### src/rtl/mem_pkg.sv
// Shared sizes, FSM encoding and arbitration helpers for the two-port memory arbiter.
package mem_pkg;

  localparam int DATA_W  = 16;
  localparam int ADDR_W  = 3;
  localparam int N_WORDS = 8;
  localparam int N_REQ   = 2;

  localparam logic [1:0] ST_IDLE   = 2'd0;
  localparam logic [1:0] ST_ACCESS = 2'd1;
  localparam logic [1:0] ST_RDWAIT = 2'd2;
  localparam logic [1:0] ST_RESP   = 2'd3;

  // Round-robin pick: on contention the requester not served last wins.
  function automatic logic pick_winner(input logic [N_REQ-1:0] req, input logic last);
    if (&req) return ~last;
    return req[1];
  endfunction

  function automatic logic [N_REQ-1:0] idx2oh(input logic idx);
    return idx ? 2'b10 : 2'b01;
  endfunction

endpackage

### src/rtl/onehot_dec3.sv
// 3-to-8 one-hot word select decoder.
module onehot_dec3 (
  input  logic [2:0] a,
  output logic [7:0] y
);

  always_comb begin
    y = 8'd1 << a;
  end

endmodule

### src/rtl/mem_arbiter.sv
// Round-robin arbiter giving two requesters single-word access to an 8x16 synchronous memory.
module mem_arbiter
  import mem_pkg::*;
(
  input  logic                      clk,
  input  logic                      rst_n,
  input  logic [N_REQ-1:0]          req,
  input  logic [N_REQ-1:0]          we,
  input  logic [N_REQ*ADDR_W-1:0]   addr,
  input  logic [N_REQ*DATA_W-1:0]   wdata,
  output logic [N_REQ-1:0]          gnt,
  output logic [N_REQ-1:0]          done,
  output logic [DATA_W-1:0]         rdata,
  output logic                      busy,
  output logic [N_WORDS-1:0]        mem_sel,
  output logic                      mem_we,
  output logic [DATA_W-1:0]         mem_data,
  input  logic [DATA_W-1:0]         mem_q
);

  logic [1:0]          state;
  logic                last;
  logic                owner;
  logic                lat_we;
  logic [ADDR_W-1:0]   lat_addr;
  logic [DATA_W-1:0]   lat_wdata;

  logic                win;
  logic                pick_we;
  logic [ADDR_W-1:0]   pick_addr;
  logic [DATA_W-1:0]   pick_wdata;
  logic [ADDR_W-1:0]   dec_addr;
  logic [N_WORDS-1:0]  dec_y;

  // In IDLE the decoder sees the candidate address so mem_sel is registered on the grant edge.
  always_comb begin
    win        = pick_winner(req, last);
    pick_we    = we[win];
    pick_addr  = win ? addr[2*ADDR_W-1:ADDR_W] : addr[ADDR_W-1:0];
    pick_wdata = win ? wdata[2*DATA_W-1:DATA_W] : wdata[DATA_W-1:0];
    dec_addr   = (state == ST_IDLE) ? pick_addr : lat_addr;
  end

  onehot_dec3 u_dec (
    .a (dec_addr),
    .y (dec_y)
  );

  // Request payload: only meaningful while a transaction is in flight.
  always_ff @(posedge clk) begin
    if (state == ST_IDLE && |req) begin
      lat_addr  <= pick_addr;
      lat_wdata <= pick_wdata;
    end
  end

  always_ff @(posedge clk or negedge rst_n) begin
    if (!rst_n) begin
      state    <= ST_IDLE;
      last     <= 1'b1;
      owner    <= 1'b0;
      lat_we   <= 1'b0;
      gnt      <= '0;
      done     <= '0;
      rdata    <= '0;
      busy     <= 1'b0;
      mem_sel  <= '0;
      mem_we   <= 1'b0;
      mem_data <= '0;
    end else begin
      case (state)
        ST_IDLE: begin
          done <= '0;
          if (|req) begin
            owner    <= win;
            lat_we   <= pick_we;
            gnt      <= idx2oh(win);
            mem_sel  <= dec_y;
            mem_we   <= pick_we;
            mem_data <= pick_wdata;
            busy     <= 1'b1;
            state    <= ST_ACCESS;
          end else begin
            gnt     <= '0;
            mem_sel <= '0;
            mem_we  <= 1'b0;
            busy    <= 1'b0;
          end
        end
        ST_ACCESS: begin
          mem_we   <= 1'b0;
          mem_data <= lat_wdata;
          if (lat_we) begin
            mem_sel <= '0;
            done    <= idx2oh(owner);
            state   <= ST_RESP;
          end else begin
            mem_sel <= dec_y;
            state   <= ST_RDWAIT;
          end
        end
        ST_RDWAIT: begin
          rdata   <= mem_q;
          mem_sel <= '0;
          mem_we  <= 1'b0;
          done    <= idx2oh(owner);
          state   <= ST_RESP;
        end
        ST_RESP: begin
          done    <= '0;
          gnt     <= '0;
          busy    <= 1'b0;
          mem_sel <= '0;
          mem_we  <= 1'b0;
          last    <= owner;
          state   <= ST_IDLE;
        end
        default: begin
          state <= ST_IDLE;
        end
      endcase
    end
  end

endmodule

### config.mk
export PLATFORM = sky130hd
export DESIGN_NAME = mem_arbiter
export DESIGN_NICKNAME = d
export VERILOG_FILES = /design/src/rtl/mem_pkg.sv /design/src/rtl/onehot_dec3.sv /design/src/rtl/mem_arbiter.sv
export SDC_FILE = /design/constraint.sdc
export NUM_CORES = 1
export LEC_CHECK = 0
export BUFFER_PORTS_ARGS = -buffer_cell sky130_fd_sc_hd__buf_4
export CAP_MARGIN = 20
export CELL_PAD_IN_SITES_DETAIL_PLACEMENT = 0
export CELL_PAD_IN_SITES_GLOBAL_PLACEMENT = 2
export CORE_MARGIN = 1
export CORE_UTILIZATION = 32
export CTS_BUF_LIST = sky130_fd_sc_hd__clkbuf_4 sky130_fd_sc_hd__clkbuf_8 sky130_fd_sc_hd__clkbuf_16
export DETAILED_ROUTE_END_ITERATION = 6
export PLACE_DENSITY = 0.88
export SLEW_MARGIN = 0
export SYNTH_ARGS = -nofsm -noshare
export SYNTH_HDL_FRONTEND = slang
export SYNTH_SLANG_ARGS = --single-unit
### constraint.sdc
create_clock -name clk -period 2.5 [get_ports clk]
set_clock_uncertainty 0.2 [all_clocks]
set_input_delay 0.125 -clock clk [delete_from_list [all_inputs] [get_ports clk]]
set_output_delay 0.125 -clock clk [all_outputs]
set_load 0.02 [all_outputs]
==> results.sh, run 1 <==
export IMPL_run_status="completed"
export IMPL_vias=2336
export IMPL_drc_errors=0
export IMPL_finalSetupTns_ns=0
export IMPL_layout_commonest_cell="buf_4"
export IMPL_synth_area_per_cell_um2=13.2
export IMPL_area_growth_pct=59.6
export IMPL_dp_slack_ns=0.142
export IMPL_seqPwrFrac_pct=33.9
export IMPL_hold_path_depth=4
export IMPL_fp_dieW_um=98.8
export IMPL_r2r_end="lat_wdata[6]$_DFFE_PP_"
export IMPL_grt_max_degree=52
export IMPL_wl_um=6910
export IMPL_die_y_um=98.8
export IMPL_r2r_cells=4
export IMPL_utilization_pct=53.8
export IMPL_cp_required_ns=2.39
export IMPL_cts_tree="yes"
export IMPL_swShare_pct=35.8
export IMPL_cap_violations=0
export IMPL_criticalPathCategory="in2reg"
export IMPL_grtUsageTotal_pct=14.7
export IMPL_viasPerCell=4.54
export IMPL_drive_gt1_share_pct=41.3
export IMPL_finalSetupViolCount=0
export IMPL_grt_pass1_wl_um=10900
export IMPL_io_buffers=105
export IMPL_rows=34
export IMPL_cts_max_level=3
export IMPL_worstSkewPairLatency_ns=0.34
export IMPL_fin_area_mm2=0.00479
export IMPL_worstSetupEndpointType="flip-flop"
export IMPL_timing_rr_start="last$_DFFE_PN1N_"
export IMPL_io_pins=106
export IMPL_gp_congestion=0.693
export IMPL_globalRouteOverflowTotal=0
export IMPL_die_area_mm2=0.00976
export IMPL_drt_wirelength_per_cell_um=13.4
export IMPL_place_inst=438
export IMPL_netlist_area_mm2=0.00300
export IMPL_seq_area_frac_synth_pct=61.6
export IMPL_antenna_found_initial=0
export IMPL_cts_num_sinks=70
export IMPL_power_frac_comb_pct=46.1
export IMPL_setup_slack_ns=0.197
export IMPL_hold_viol=0
export IMPL_p_int_mw=3.59
export IMPL_post_dp_hpwl_um=4330
export IMPL_initial_core_util_pct=33.7
export IMPL_dpl_instance_area_mm2=0.00392
export IMPL_fill_cells=742
export IMPL_power_clock_fraction_pct=20.0
export IMPL_synth_area_leader_cell="dfrtp_1"
export IMPL_grt_setup_unrepaired="false"
export IMPL_synth_top_cell_area_share_pct=41.7
export IMPL_numCtsBuffers=9
export IMPL_syn_inst=228
export IMPL_hp_class="in2reg"
export IMPL_drtPass1Iterations=4
export IMPL_cts_resized=0
export IMPL_clockBufferDepth=2
export IMPL_cts_root_buf="clkbuf_8"
export IMPL_path_clk_slew_ns=0.08
export IMPL_p_per_area_mw_per_mm2=1170
export IMPL_ys_warn_count=0
export IMPL_syn_num_nets=293
export IMPL_yosys_cell_types_count=36
export IMPL_peakVddDrop_v=0.000535
export IMPL_power_mw=5.59
export IMPL_final_cell_mix="113 x buf_4, 60 x dlygate4sd3_1, 50 x dfrtp_1"
export IMPL_worst_endpoint_arrival_ns=2.19
export IMPL_synthTopCellsByArea="dfrtp_1 42%, edfxtp_1 19%, mux2_2 12%"
export IMPL_clock_fmax_mhz=434
export IMPL_ys_seq_elements=70
export IMPL_coreArea_mm2=0.00889
export IMPL_leakage_nw=2.19
export IMPL_worstMarginPinSlew_ns=0.651
export IMPL_rrSetupSlack_ns=0.32
export IMPL_min_from="wdata[30]"
export IMPL_instances_no_fill=515
export IMPL_nets=467
export IMPL_hold_path_end="mem_data[14]$_DFFE_PN0P_"
export IMPL_layout_worst_path_cycle_share_pct=92.1
export IMPL_worstPathMaxFanout=14
export IMPL_first_iter_violations=123
export IMPL_slew_headroom_pct=56.6
export IMPL_startpoint_type="input port"
export IMPL_ant_nets=0
export IMPL_power_switching_mw=2.00
export IMPL_hold_ws_ns=0.0204
export IMPL_finalMaxSlewViolations=0
export IMPL_n_antenna_cell=0
export IMPL_final_min_clock_period_ns=2.30
export IMPL_grt_pass1_vias=2307
cell families after synthesis:
| logic type | count (synthesis) | share of synthesized area (%) |
|---|---|---|
| AO/OA/AOI/OAI | 38 | 8.05 |
| adder cells (fa/ha/maj) | 5 | 2.09 |
| buffers and inverters | 20 | 3.09 |
| flip-flops | 70 | 61.6 |
| multiplexers | 52 | 18.7 |
| AND/OR/NAND/NOR | 43 | 6.43 |
cell usage after synthesis, drive strengths merged:
cell	instances
a21bo	1
a21boi	1
a21o	3
a21oi	2
a22o	2
a31oi	1
and2	1
buf	7
clkbuf	4
dfrtp	50
dfstp	1
edfxtp	19
ha	5
inv	9
mux2	33
mux2i	19
nand2	22
nand2b	1
nand3	2
nand3b	1
nor2	5
nor2b	1
nor3	8
o21ai	24
o221ai	1
o22a	1
o22ai	1
o41ai	1
or2	1
or3b	1
how the worst max path moves through the flow:
stage | from | cells past startpoint | slack (ns) | endpoint
final | req[0] | 6 | 0.20 | lat_wdata[6]$_DFFE_PP_
after global routing | req[0] | 7 | 0.14 | lat_addr[0]$_DFFE_PP_
after CTS | state[0]$_DFFE_PN0P_ | 5 | 0.15 | mem_data[10]$_DFFE_PN0P_
after detailed placement | state[0]$_DFFE_PN0P_ | 5 | 0.14 | mem_data[4]$_DFFE_PN0P_
after floorplan | state[0]$_DFFE_PN0P_ | 5 | 0.32 | lat_addr[0]$_DFFE_PP_
after global placement | state[0]$_DFFE_PN0P_ | 5 | 0.26 | mem_data[15]$_DFFE_PN0P_
layer usage:
layer	track usage [%]	share of wire (%)	up-vias	routed length [um]
met3	3.83	4.8	6	329
li1	-	-	1158	-
met1	17.5	44	1097	3040
met4	6.54	0.91	0	63
met2	25.1	50	75	3480
met5	0	0	-	0
area by class of cell:
class / count / area [um^2] / share of cell area [%]
sequential: 70 / 1850 / 38.6
timing repair buffer: 174 / 1460 / 30.6
multi-input combinational: 138 / 1060 / 22.1
clock buffer: 10 / 138 / 2.88
tap: 108 / 135 / 2.82
clock inverter: 6 / 109 / 2.27
inverter: 9 / 33.8 / 0.706
worst max-delay path: stages:
cell and delay [ns]:
dlygate4sd3_1 0.54, buf_4 0.17, a21boi_4 0.15, buf_4 0.24
mux2_2 0.39, dlygate4sd3_1 0.57
registers in the layout, indices dropped and copies added, names as in the netlist:
signal and cells:
gnt 2, busy 1, last 1, state 2
mem_we 1, done 2, lat_we 1, lat_wdata 16
rdata 16, mem_sel 8, mem_data 16, owner 1
lat_addr 3
power groups by stage:
stage               Sequential, mW  Combinational (mW)  Clock [mW]
finish                        1.89                2.58        1.12
floorplan                     2.30                1.14           0
global route                  1.96                2.81        1.21
CTS                           1.90                2.57        1.16
global placement              1.91                2.40           0
detailed placement            1.92                2.44           0
timing repair:
| action | in CTS | in global routing |
|---|---|---|
| endpoints found under the hold margin | 88 | 0 |
| hold buffers | 60 | 0 |
| setup buffers | 0 | 0 |
| setup endpoints to repair | 0 | 0 |
Power figures use the tool's default switching activity.
==> inputs of run 2 (changes only) <==
--- a/config.mk
+++ b/config.mk
@@ -5,15 +5,16 @@
 export SDC_FILE = /design/constraint.sdc
 export NUM_CORES = 1
 export LEC_CHECK = 0
+export ABC_CLOCK_PERIOD_IN_PS = 1880
 export BUFFER_PORTS_ARGS = -buffer_cell sky130_fd_sc_hd__buf_4
 export CAP_MARGIN = 20
 export CELL_PAD_IN_SITES_DETAIL_PLACEMENT = 0
 export CELL_PAD_IN_SITES_GLOBAL_PLACEMENT = 2
 export CORE_MARGIN = 1
-export CORE_UTILIZATION = 32
+export CORE_UTILIZATION = 28
 export CTS_BUF_LIST = sky130_fd_sc_hd__clkbuf_4 sky130_fd_sc_hd__clkbuf_8 sky130_fd_sc_hd__clkbuf_16
 export DETAILED_ROUTE_END_ITERATION = 6
-export PLACE_DENSITY = 0.88
+export PLACE_DENSITY = 0.82
 export SLEW_MARGIN = 0
 export SYNTH_ARGS = -nofsm -noshare
 export SYNTH_HDL_FRONTEND = slang
==> constraint.sdc (replaced) <==
create_clock -name clk -period 1.88 [get_ports clk]
set_clock_uncertainty 0.2 [all_clocks]
set_input_delay 0.094 -clock clk [delete_from_list [all_inputs] [get_ports clk]]
set_output_delay 0.094 -clock clk [all_outputs]
set_load 0.02 [all_outputs]
==> run 2 against run 1 <==
Net effect:
- worst setup slack got worse by 0.16 ns
- cell area up 3.5%
- global-route usage down 0.97 points
- flip-flop and latch count stayed put
- hold slack better by 0.10 ns
- routed wire length rose by 10%
- count of clock-buffer cells in the layout decreased by 1
- first-iteration DRC count is 41% lower
- non-clock buffer count up 8
- clock power increased by 4%
- critical endpoint is now mem_data[5]$_DFFE_PN0P_
- largest cell class unchanged
==> results.sh, run 2 (synthesis results as in run 1) <==
export IMPL_drc_errors=0
export IMPL_cts_num_sinks=70
export IMPL_leakage_nw=2.24
export IMPL_vias=2418
export IMPL_die_y_um=105
export IMPL_viasPerCell=4.39
export IMPL_layout_commonest_cell="buf_4"
export IMPL_worstMarginPinSlew_ns=0.650
export IMPL_peakVddDrop_v=0.000623
export IMPL_n_antenna_cell=0
export IMPL_nets=475
export IMPL_drt_wirelength_per_cell_um=13.9
export IMPL_cts_root_buf="clkbuf_8"
export IMPL_globalRouteOverflowTotal=0
export IMPL_gp_congestion=0.701
export IMPL_cts_max_level=3
export IMPL_worstSetupEndpointType="flip-flop"
export IMPL_startpoint_type="input port"
export IMPL_rows=37
export IMPL_die_area_mm2=0.0111
export IMPL_grtUsageTotal_pct=13.8
export IMPL_wl_um=7630
export IMPL_cp_required_ns=1.91
export IMPL_worst_endpoint_arrival_ns=1.88
export IMPL_r2r_end="mem_sel[1]$_DFF_PN0_"
export IMPL_io_buffers=105
export IMPL_ant_nets=0
export IMPL_final_min_clock_period_ns=1.84
export IMPL_cts_tree="yes"
export IMPL_drtPass1Iterations=6
export IMPL_grt_pass1_vias=2525
export IMPL_clock_fmax_mhz=543
export IMPL_cap_violations=0
export IMPL_finalSetupViolCount=0
export IMPL_grt_setup_unrepaired="true"
export IMPL_finalMaxSlewViolations=0
export IMPL_clockBufferDepth=2
export IMPL_worstPathMaxFanout=8
export IMPL_p_per_area_mw_per_mm2=1500
export IMPL_slew_headroom_pct=56.7
export IMPL_io_pins=106
export IMPL_area_growth_pct=65.1
export IMPL_reg_top3="lat_wdata x16, mem_data x16, rdata x16"
export IMPL_post_dp_hpwl_um=4620
export IMPL_initial_core_util_pct=28.9
export IMPL_final_cell_mix="115 x buf_4, 59 x dlygate4sd3_1, 50 x dfrtp_1"
export IMPL_coreArea_mm2=0.0104
export IMPL_numCtsBuffers=9
export IMPL_criticalPathCategory="in2reg"
export IMPL_rrSetupSlack_ns=0.05
export IMPL_worstSkewPairLatency_ns=0.35
export IMPL_timing_rr_start="state[1]$_DFFE_PN0P_"
export IMPL_place_inst=470
export IMPL_drive_gt1_share_pct=44.1
export IMPL_r2r_cells=6
export IMPL_utilization_pct=47.8
export IMPL_fp_dieW_um=105
export IMPL_endpoint="mem_data[5]$_DFFE_PN0P_"
export IMPL_run_status="completed"
export IMPL_hp_class="in2async"
export IMPL_crit_start="req[1]"
export IMPL_antenna_found_initial=0
export IMPL_grt_pass1_wl_um=11700
export IMPL_grt_max_degree=52
export IMPL_layout_worst_path_cycle_share_pct=98.0
export IMPL_path_clk_slew_ns=0.07
export IMPL_instances_no_fill=551
export IMPL_hold_viol=0
export IMPL_first_iter_violations=73
## run 2: changes by cell type in the layout (fill, tap and decap cells not counted), moves of 2 or more
cell       delta
buf_12        +4
buf_4         +2
bufinv_16     -2
clkbuf_16     +3
inv_1         -2
inv_2         +2
nor3_1        -3
nor3_2        +3
o21ai_0       -2
o21ai_1       +2
## run 2: metal layers
metal / up-vias / part of all wire, % / track usage (%) / wire, um
met3: 11 / 6.1 / 4.45 / 463
met4: 0 / 1.5 / 5.95 / 112
met2: 82 / 51 / 24.0 / 3870
met1: 1157 / 42 / 15.3 / 3180
li1: 1168 / - / - / -
met5: - / 0 / 0 / 0
## run 2: where the power goes
group          total [mW]  switching, mW  internal, mW
registers            2.52          0.298          2.23
logic                3.74           1.92          1.82
clock network        1.17          0.571         0.600
## run 2: layout make-up
type                            instances  area (um^2)
Fill cell                             933         5420
Clock buffer                            9          124
Timing Repair Buffer                  182         1620
Sequential cell                        70         1850
Tap cell                              136          170
Clock inverter                          7         65.1
Inverter                                9         33.8
Multi-Input combinational cell        138         1090
## run 2: stage by stage
stage	area [um^2]	hold slack, ns	setup WS, ns	total power, mW	TNS (ns)
2_1_floorplan	3010	-0.402	0.0670	4.60	0
3_3_place_gp	4030	-0.0333	-0.0105	5.93	-0.0170
3_5_place_dp	4030	-0.0188	-0.0471	6.00	-0.111
4_1_cts	4820	0.146	0.00967	7.31	0
5_1_grt	4950	0.189	-0.0218	7.93	-0.0557
6_report	4950	0.125	0.0372	7.44	0
## run 2: worst min path at each step
stage	from	endpoint	cells past startpoint
floorplan	rst_n	busy$_DFFE_PN0P_	0
global placement	rst_n	done[1]$_DFFE_PN0P_	1
detailed placement	rst_n	gnt[0]$_DFFE_PN0P_	1
CTS	rst_n	rdata[4]$_DFFE_PN0N_	2
global route	rst_n	done[0]$_DFFE_PN0P_	2
finish	rst_n	done[0]$_DFFE_PN0P_	2
## run 2: timing repair
item / 4_1_cts / 5_1_grt
resized for setup: 1 / 8
gates cloned: 0 / 3
hold buffers: 59 / 0
endpoints found under the hold margin: 104 / 0
endpoints found under the setup margin: 12 / 24
setup buffers: 1 / 2
## run 2: critical path, stage by stage
cell	delay (ns)
dlygate4sd3_1	0.56
buf_6	0.13
a21boi_4	0.19
buf_12	0.15
clkbuf_16	0.16
mux2_2	0.35
mux2i_1	0.13
o21ai_0	0.09
